===== src/rtl/dmem_responder.sv =====
// Data-memory responder for the RV32 core's load/store port: one request at a
// time, answered after LATENCY wait states with a single-cycle MemReady strobe.
module dmem_responder #(
  parameter int DEPTH   = 64,
  parameter int LATENCY = 2,
  parameter int ADDR_W  = 32
) (
  input  logic              clk,
  input  logic              reset,
  input  logic              MemReq,
  input  logic              MemWrite,
  input  logic [ADDR_W-1:0] DataAdr,
  input  logic [31:0]       WriteData,
  input  logic [3:0]        ByteEn,
  output logic [31:0]       ReadData,
  output logic              MemReady,
  output logic              AddrErr,
  output logic [1:0]        dbg_state_o
);

  // Handshake: the initiator raises MemReq with MemWrite/DataAdr/WriteData/
  // ByteEn and holds them until it sees MemReady. A request is taken only in
  // IDLE, so at most one access is ever in flight. MemReady pulses for exactly
  // one cycle; ReadData and AddrErr are meaningful only in that cycle.

  localparam int CNT_W   = (LATENCY < 1) ? 1 : $clog2(LATENCY + 1);
  localparam int WIDX_W  = ADDR_W - 2;
  localparam int IDX_W   = (DEPTH < 2) ? 1 : $clog2(DEPTH);

  if (LATENCY < 0 || LATENCY > 15) begin : g_bad_latency
    $error("dmem_responder: LATENCY must be within 0..15");
  end

  typedef enum logic [1:0] {
    ST_IDLE = 2'd0,
    ST_WAIT = 2'd1,
    ST_RESP = 2'd2
  } state_e;

  state_e              state_q, state_d;
  logic [CNT_W-1:0]    cnt_q, cnt_d;
  logic                wr_q, wr_d;
  logic [WIDX_W-1:0]   widx_q, widx_d;
  logic [31:0]         wdata_q, wdata_d;
  logic [3:0]          be_q, be_d;
  logic [31:0]         rdata_q, rdata_d;
  logic [31:0]         mem_q [DEPTH];

  logic                accept;
  logic                enter_resp;
  logic                cur_wr;
  logic [WIDX_W-1:0]   cur_widx;
  logic                cur_in_range;
  logic                lat_in_range;
  logic                unused_adr_lsbs;

  // Byte-offset bits carry no meaning: every access is a whole aligned word.
  assign unused_adr_lsbs = ^DataAdr[1:0];

  // ---------------------------------------------------------------- state reg
  always_ff @(posedge clk) begin
    if (!reset) begin
      state_q <= ST_IDLE;
      cnt_q   <= '0;
      wr_q    <= 1'b0;
      widx_q  <= '0;
      wdata_q <= '0;
      be_q    <= '0;
      rdata_q <= '0;
    end else begin
      state_q <= state_d;
      cnt_q   <= cnt_d;
      wr_q    <= wr_d;
      widx_q  <= widx_d;
      wdata_q <= wdata_d;
      be_q    <= be_d;
      rdata_q <= rdata_d;
    end
  end

  // ------------------------------------------------------------ next state
  always_comb begin
    state_d = state_q;
    case (state_q)
      ST_IDLE: begin
        if (MemReq) state_d = (LATENCY == 0) ? ST_RESP : ST_WAIT;
      end
      ST_WAIT: begin
        if (cnt_q <= CNT_W'(1)) state_d = ST_RESP;
      end
      ST_RESP: state_d = ST_IDLE;
      default: state_d = ST_IDLE;
    endcase
  end

  // ------------------------------------------------------ request datapath
  always_comb begin
    accept  = (state_q == ST_IDLE) && MemReq;
    cnt_d   = cnt_q;
    wr_d    = wr_q;
    widx_d  = widx_q;
    wdata_d = wdata_q;
    be_d    = be_q;
    if (accept) begin
      cnt_d   = CNT_W'(LATENCY);
      wr_d    = MemWrite;
      widx_d  = DataAdr[ADDR_W-1:2];
      wdata_d = WriteData;
      be_d    = ByteEn;
    end else if (state_q == ST_WAIT && cnt_q != '0) begin
      cnt_d = cnt_q - CNT_W'(1);
    end
  end

  // With LATENCY==0 RESP is entered straight from IDLE, so the read must use
  // the live request rather than the latched copy.
  always_comb begin
    cur_wr       = accept ? MemWrite : wr_q;
    cur_widx     = accept ? DataAdr[ADDR_W-1:2] : widx_q;
    cur_in_range = (cur_widx < WIDX_W'(DEPTH));
    lat_in_range = (widx_q < WIDX_W'(DEPTH));
    enter_resp   = (state_d == ST_RESP) && (state_q != ST_RESP);
    rdata_d      = '0;
    if (enter_resp && !cur_wr && cur_in_range) begin
      rdata_d = mem_q[cur_widx[IDX_W-1:0]];
    end
  end

  // Stores commit on the edge that ends RESP; a reset in that cycle drops them.
  always_ff @(posedge clk) begin
    if (reset && state_q == ST_RESP && wr_q && lat_in_range) begin
      for (int b = 0; b < 4; b++) begin
        if (be_q[b]) mem_q[widx_q[IDX_W-1:0]][8*b +: 8] <= wdata_q[8*b +: 8];
      end
    end
  end

  // -------------------------------------------------------------- outputs
  always_comb begin
    MemReady    = (state_q == ST_RESP);
    AddrErr     = (state_q == ST_RESP) && !lat_in_range;
    ReadData    = (state_q == ST_RESP) ? rdata_q : 32'h0;
    dbg_state_o = state_q;
  end

endmodule


===== config.mk =====
export PLATFORM = sky130hd
export DESIGN_NAME = dmem_responder
export DESIGN_NICKNAME = d
export VERILOG_FILES = /design/src/rtl/dmem_responder.sv
export SDC_FILE = /design/constraint.sdc
export NUM_CORES = 2
export LEC_CHECK = 0
export BUFFER_PORTS_ARGS = -buffer_cell sky130_fd_sc_hd__buf_4
export CAP_MARGIN = 20
export CORE_MARGIN = 10
export CORE_UTILIZATION = 35
export DETAILED_ROUTE_END_ITERATION = 12
export PLACE_DENSITY_LB_ADDON = 0.1
export SKIP_LAST_GASP = 1
export SLEW_MARGIN = 20
export SYNTH_ARGS = -nofsm -noshare
export SYNTH_HDL_FRONTEND = slang
export SYNTH_SLANG_ARGS = --single-unit

===== constraint.sdc =====
create_clock -name clk -period 6.1 [get_ports clk]
set_input_delay 1.22 -clock clk [delete_from_list [all_inputs] [get_ports clk]]
set_output_delay 1.22 -clock clk [all_outputs]
set_load 0.02 [all_outputs]

# Word-level counts from Yosys, hierarchy flattened
# Memories as Yosys holds them, arrays and structs flattened. A register that Yosys moved wholly into a read port is not among the register bits.
# Index checks and enable logic that the tools add are counted.
totals:
  output_inout_bits: 36
  ram_bits: 2048
  inputBits: 72
  mem_count: 1
  wordCells: 54
  ff_bits: 71
mem_list:
  columns: ["memory", "depth", "word_bits", "read_ports", "rd_ports_with_merged_regs", "write_ports", "line", "rtl"]
  rows:
  - ["mem_q", 64, 32, 1, 1, 1, "47", "logic [31:0] mem_q [DEPTH];"]
classes:
  bitwise: 1
  reduce_logical: 17
  muxes: 20
  n_addsub: 1
  eq_ne: 4
  magnitude_cmp: 3
op_table:
  columns: ["op", "n"]
  rows:
  - ["$lt A30 B7 Y1 const B", 2]
  - ["$mux W32", 1]
  - ["$mux W30", 1]
  - ["$mux W1", 13]
  - ["$logic_and A1 B1 Y1", 9]
  - ["$mux W2", 4]
  - ["$eq A2 B2 Y1 const B", 2]
  - ["$pmux W2 S2", 1]
  - ["$reduce_bool A2 Y1", 2]
  - ["$logic_not A1 Y1", 3]
  - ["$eq A2 B1 Y1 const B", 1]
  - ["$le A2 B1 Y1 const B", 1]
  - ["$logic_not A2 Y1", 1]
  - ["$ne A2 B2 Y1 const B", 1]
  - ["$reduce_and A2 Y1", 1]
  - ["$reduce_or A2 Y1", 1]
  - ["$sub A2 B1 Y2 const B", 1]
  - ["$not A1 Y1", 1]

# Depth between registers and ports, before layout
logic_depth:
  depth_word: 9
  mapped_depth: 13
  mapped_depth_nobuf: 9

# Worst setup path before layout
# OpenSTA, ideal clock, no wires.
synth_timing:
  path_type: "input-to-reg"
  startpoint: "input port MemReq"
  endpoint: "register rdata_q[22] (read register of mem_q)"
  setup_time_ns: 0.117
  cell_stages: 11
  t_arrival_ns: 3.188
  required_ns: 5.983
  path_buffers: 4
  setup_slack_ns: 2.796
  path_cell_list: "or3b_1 buf_6 a21oi_4 buf_4 buf_4 buf_2 mux2i_1 o22ai_1 nor4_1 o32ai_1 a22o_1"
synth_via:
  elab_chain_cells: 8
  word_cells_on_any_way: 13
  classes_between: "1 x order compare; 1 x eq/ne; 4 x mux; 7 x reduce/logical"
synth_rtl:
  columns: ["item", "line", "rtl"]
  rows:
  - ["start: declaration", "10", "input logic MemReq,"]
  - ["branches (longest 8 deep; another with $lt A30 B7 Y1)", null, null]
  - ["end: declaration", "46", "logic [31:0] rdata_q, rdata_d;"]
# Several ways; the timed one is not identified.
# A chain may end at the register's enable or synchronous reset.

# Worst setup path after layout
layout_timing:
  startpoint: "register state_q[0] (netlist: dbg_state_o[0])"
  endpoint: "register rdata_q[23] (read register of mem_q)"
layout_via:
  elab_chain_cells: 8
  word_cells_on_any_way: 17
  classes_between: "1 x order compare; 3 x eq/ne; 5 x mux; 8 x reduce/logical"
layout_rtl:
  columns: ["item", "line", "rtl"]
  rows:
  - ["start: declaration", "40", "state_e state_q, state_d;"]
  - ["start signal: assignment", "71", "state_q <= state_d;"]
  - ["branches (longest 8 deep; another with $lt A30 B7 Y1)", null, null]
# Several ways; the timed one is not identified.

==> results.yml <==
run_status:
  status: "finished clean"
setup_path:
  crit_path_start_kind: "flip-flop"
  path_max_fanout: 24
  cp.required_ns: 6.87
  path_class: "reg2reg"
  endpoint_kind: "flip-flop"
  cp_data_arrival_time_ns: 5.40
synthesis:
  synth.net_count: 6558
  synth_edf_count: 2048
  synth_cell_types: 68
  syn_inst: 6484
  syn_area_um2: 86590
  synth_seq_cells: 2151
  ys.flop_type: "edfxtp_1"
  synth.most_common_cell: "edfxtp_1"
  ys_top_cells_by_area: "edfxtp_1, nand2_1, mux2i_1"
  syn_area_per_cell_um2: 13.35
  yosysWarnings: 0
  synth_common_cells: "edfxtp_1, nand2_1, nand3_1, nor2_1, mux2i_1"
  synth_area_leader_cell: "edfxtp_1"
  ys_async_sr_fraction: 0
  synth_top_area_frac: 0.7102
  synth-seq-area-share: 0.7341
clock_tree:
  cts_setup_buffers: 0
  cts_sinks: 2151
  cts_hold_buf: 0
  clk_latency_ns: 0.89
  tritoncts: "done"
  htreeDepth: 4
  clockBufferDepth: 3
  clk_pin_slew_ns: 0.06
  cts_inserted_buffers: 235
  cts-root-buf: "clkbuf_16"
  post_cts_resized: 0
finish:
  drive_gt1_frac: 0.1130
  num-fill-cells: 23158
  area_growth_pct: 14.85
  nets: 6704
  stdcell_area_um2: 99450
sta:
  skew_ns: 0.04818
  relSlewSlack: 0.2209
  hold_violations: 0
  period_minus_slack_ns: 4.634
  slew_violations: 0
  setup_violations: 0
  fin_tns_setup_ns: 0
  tightest_slew_ns: 1.169
  clock.fmax_mhz: 215.8
  finalCritPeriodShare: 0.7596
  rsz0062_at_grt: "no"
route:
  first_iter_violations: 6579
  vias: 56291
  routedWlPerCell_um: 31.30
  dr_wl_met2_um: 140900
  first_pass_iters: 7
  avgViaCountPerCell: 5.515
  top_layer_used: "met5"
  wirelength_um: 319500
  ant_nets: 0
  wl_met3_um: 23590
  met1_length_um: 141300
  drcViolationCount: 0
global_route:
  grt-ovfl-total: 0
  grt_max_degree: 115
  track_usage: 0.2318
  grt_pass1_vias: 53175
  grt_pass1_wl_um: 438400
  grt_antenna_before_repair: 40
placement:
  portBuffers: 105
  hpwl_um: 201900
  place_area_um2: 91890
  globalplace.congestion: 0.8383
die:
  fp.dieW_um: 517.4
  die_area_um2: 267700
  rows: 182
  core_um2: 246200
  die_y_um: 517.4
  boundaryPins: 108
  start_util: 0.3518
hold_path:
  hp-class: "reg2reg"
power:
  ir_drop_mv: 0.2441
  leakage_nw: 34.55
  power_density_nw_per_um2: 335.9
flow_run:
  drv_cap: 0
cell usage in the layout (no fill, tap or decap), types with 12 or more instances in the layout:
| cell | synthesis | final |
|---|---|---|
| inv_1 | 123 | 123 |
| nor2_1 | 307 | 294 |
| nor3_1 | 25 | 24 |
| nand3_1 | 574 | 573 |
| nor4_1 | 12 | 12 |
| a31oi_1 | 39 | 38 |
| and2_1 | 40 | 40 |
| dfxtp_2 | 0 | 32 |
| mux2i_1 | 300 | 297 |
| nor2_2 | 3 | 14 |
| edfxtp_1 | 2048 | 2048 |
| a22o_1 | 15 | 15 |
| o22ai_1 | 36 | 36 |
| clkbuf_1 | 162 | 87 |
| a211oi_1 | 280 | 280 |
| clkinv_2 | 0 | 33 |
| a32o_1 | 14 | 14 |
| mux2_2 | 12 | 12 |
| nand4_1 | 29 | 29 |
| a22oi_1 | 54 | 54 |
| diode_2 | 0 | 55 |
| a21boi_0 | 62 | 62 |
| a311oi_1 | 74 | 74 |
| clkinv_1 | 0 | 41 |
| a32oi_1 | 15 | 15 |
| dfxtp_1 | 103 | 70 |
| clkbuf_16 | 0 | 236 |
| o21ai_0 | 29 | 29 |
| buf_4 | 33 | 319 |
| a21oi_1 | 206 | 204 |
| clkbuf_8 | 0 | 28 |
| o31ai_1 | 29 | 29 |
| buf_12 | 0 | 32 |
| nand2_1 | 1482 | 1476 |
| o221ai_1 | 32 | 32 |
critical path: stages (launching register included):
cell,delay (ns)
dfxtp_1,0.74
or3b_4,0.59
buf_4,0.37
mux2i_4,0.14
buf_4,0.38
nand2_2,0.38
buf_4,0.54
a211oi_1,0.09
nor4_1,0.69
o22ai_1,0.15
a221o_1,0.31
final cells by class:
class | instances | area (µm²) | share of cell area
sequential | 2151 | 63600 | 0.6396
multi-input combinational | 3767 | 20670 | 0.2078
clock buffer | 351 | 6618 | 0.06655
tap | 3312 | 4144 | 0.04167
timing repair buffer | 352 | 3063 | 0.03080
clock inverter | 95 | 749.5 | 0.007536
inverter | 123 | 461.7 | 0.004643
antenna | 55 | 137.6 | 0.001384
routing by layer:
metal / GRT usage / vias up
met4: 0.09052 / 20
met1: 0.3313 / 29016
met5: 0 / -
met3: 0.04499 / 521
li1: - / 24455
met2: 0.3480 / 2279
path summary, 6_finish.rpt:
kind	endpoint	slack, ns	from	depth (start not counted)
worst max register to register	rdata_q[23]$_SDFF_PN0_	1.47	dbg_state_o[0]$_SDFF_PN0_	10
worst min register to register	mem_q[6][12]$_DFFE_PP_	0.44	wdata_q[12]$_SDFFE_PN0N_	0
worst min-delay path	mem_q[6][12]$_DFFE_PP_	0.44	wdata_q[12]$_SDFFE_PN0N_	0
worst max-delay path	rdata_q[23]$_SDFF_PN0_	1.47	dbg_state_o[0]$_SDFF_PN0_	10
cell families (layout without fill, tap and decap cells):
kind of cell / Yosys count / after routing / share of synthesized area
mux: 315 / 315 / 0.03693
simple gates: 2506 / 2506 / 0.1213
buf+inv: 566 / 921 / 0.02965
flops: 2151 / 2151 / 0.7341
compound gates: 944 / 944 / 0.07778
other cells: 0 / 55 / 0
fa+ha+maj: 2 / 2 / 0.0002890
sequential cells by signal, summed over array words and instances, names as in the netlist:
name,flops
dbg_state_o,2
widx_q,30
mem_q,2048
be_q,4
rdata_q,32
wr_q,1
cnt_q,2
wdata_q,32
stage by stage:
| stage | hold slack [ns] | worst slack, ns | util | total power, mW | instances |
|---|---|---|---|---|---|
| global route | 0.4526 | 1.358 | 0.4038 | 34.35 | 10185 |
| CTS | 0.4429 | 1.465 | 0.4032 | 33.58 | 10149 |
| floorplan | 0.4379 | 2.796 | - | 18.35 | 6484 |
| global placement | 0.4231 | 0.7141 | 0.3732 | 19.93 | 9702 |
| finish | 0.4397 | 1.466 | 0.4040 | 33.41 | 10206 |
| detailed placement | 0.4294 | 0.7403 | 0.3733 | 19.95 | 9703 |
where the power goes:
group / total, mW / switching [mW] / leakage [nW] / internal [mW]
Combinational: 3.35 / 2.49 / 10.6 / 0.859
Sequential: 16.3 / 0.0571 / 20.4 / 16.3
Clock: 13.7 / 5.98 / 3.60 / 7.77
Power figures use the tool's default switching activity.
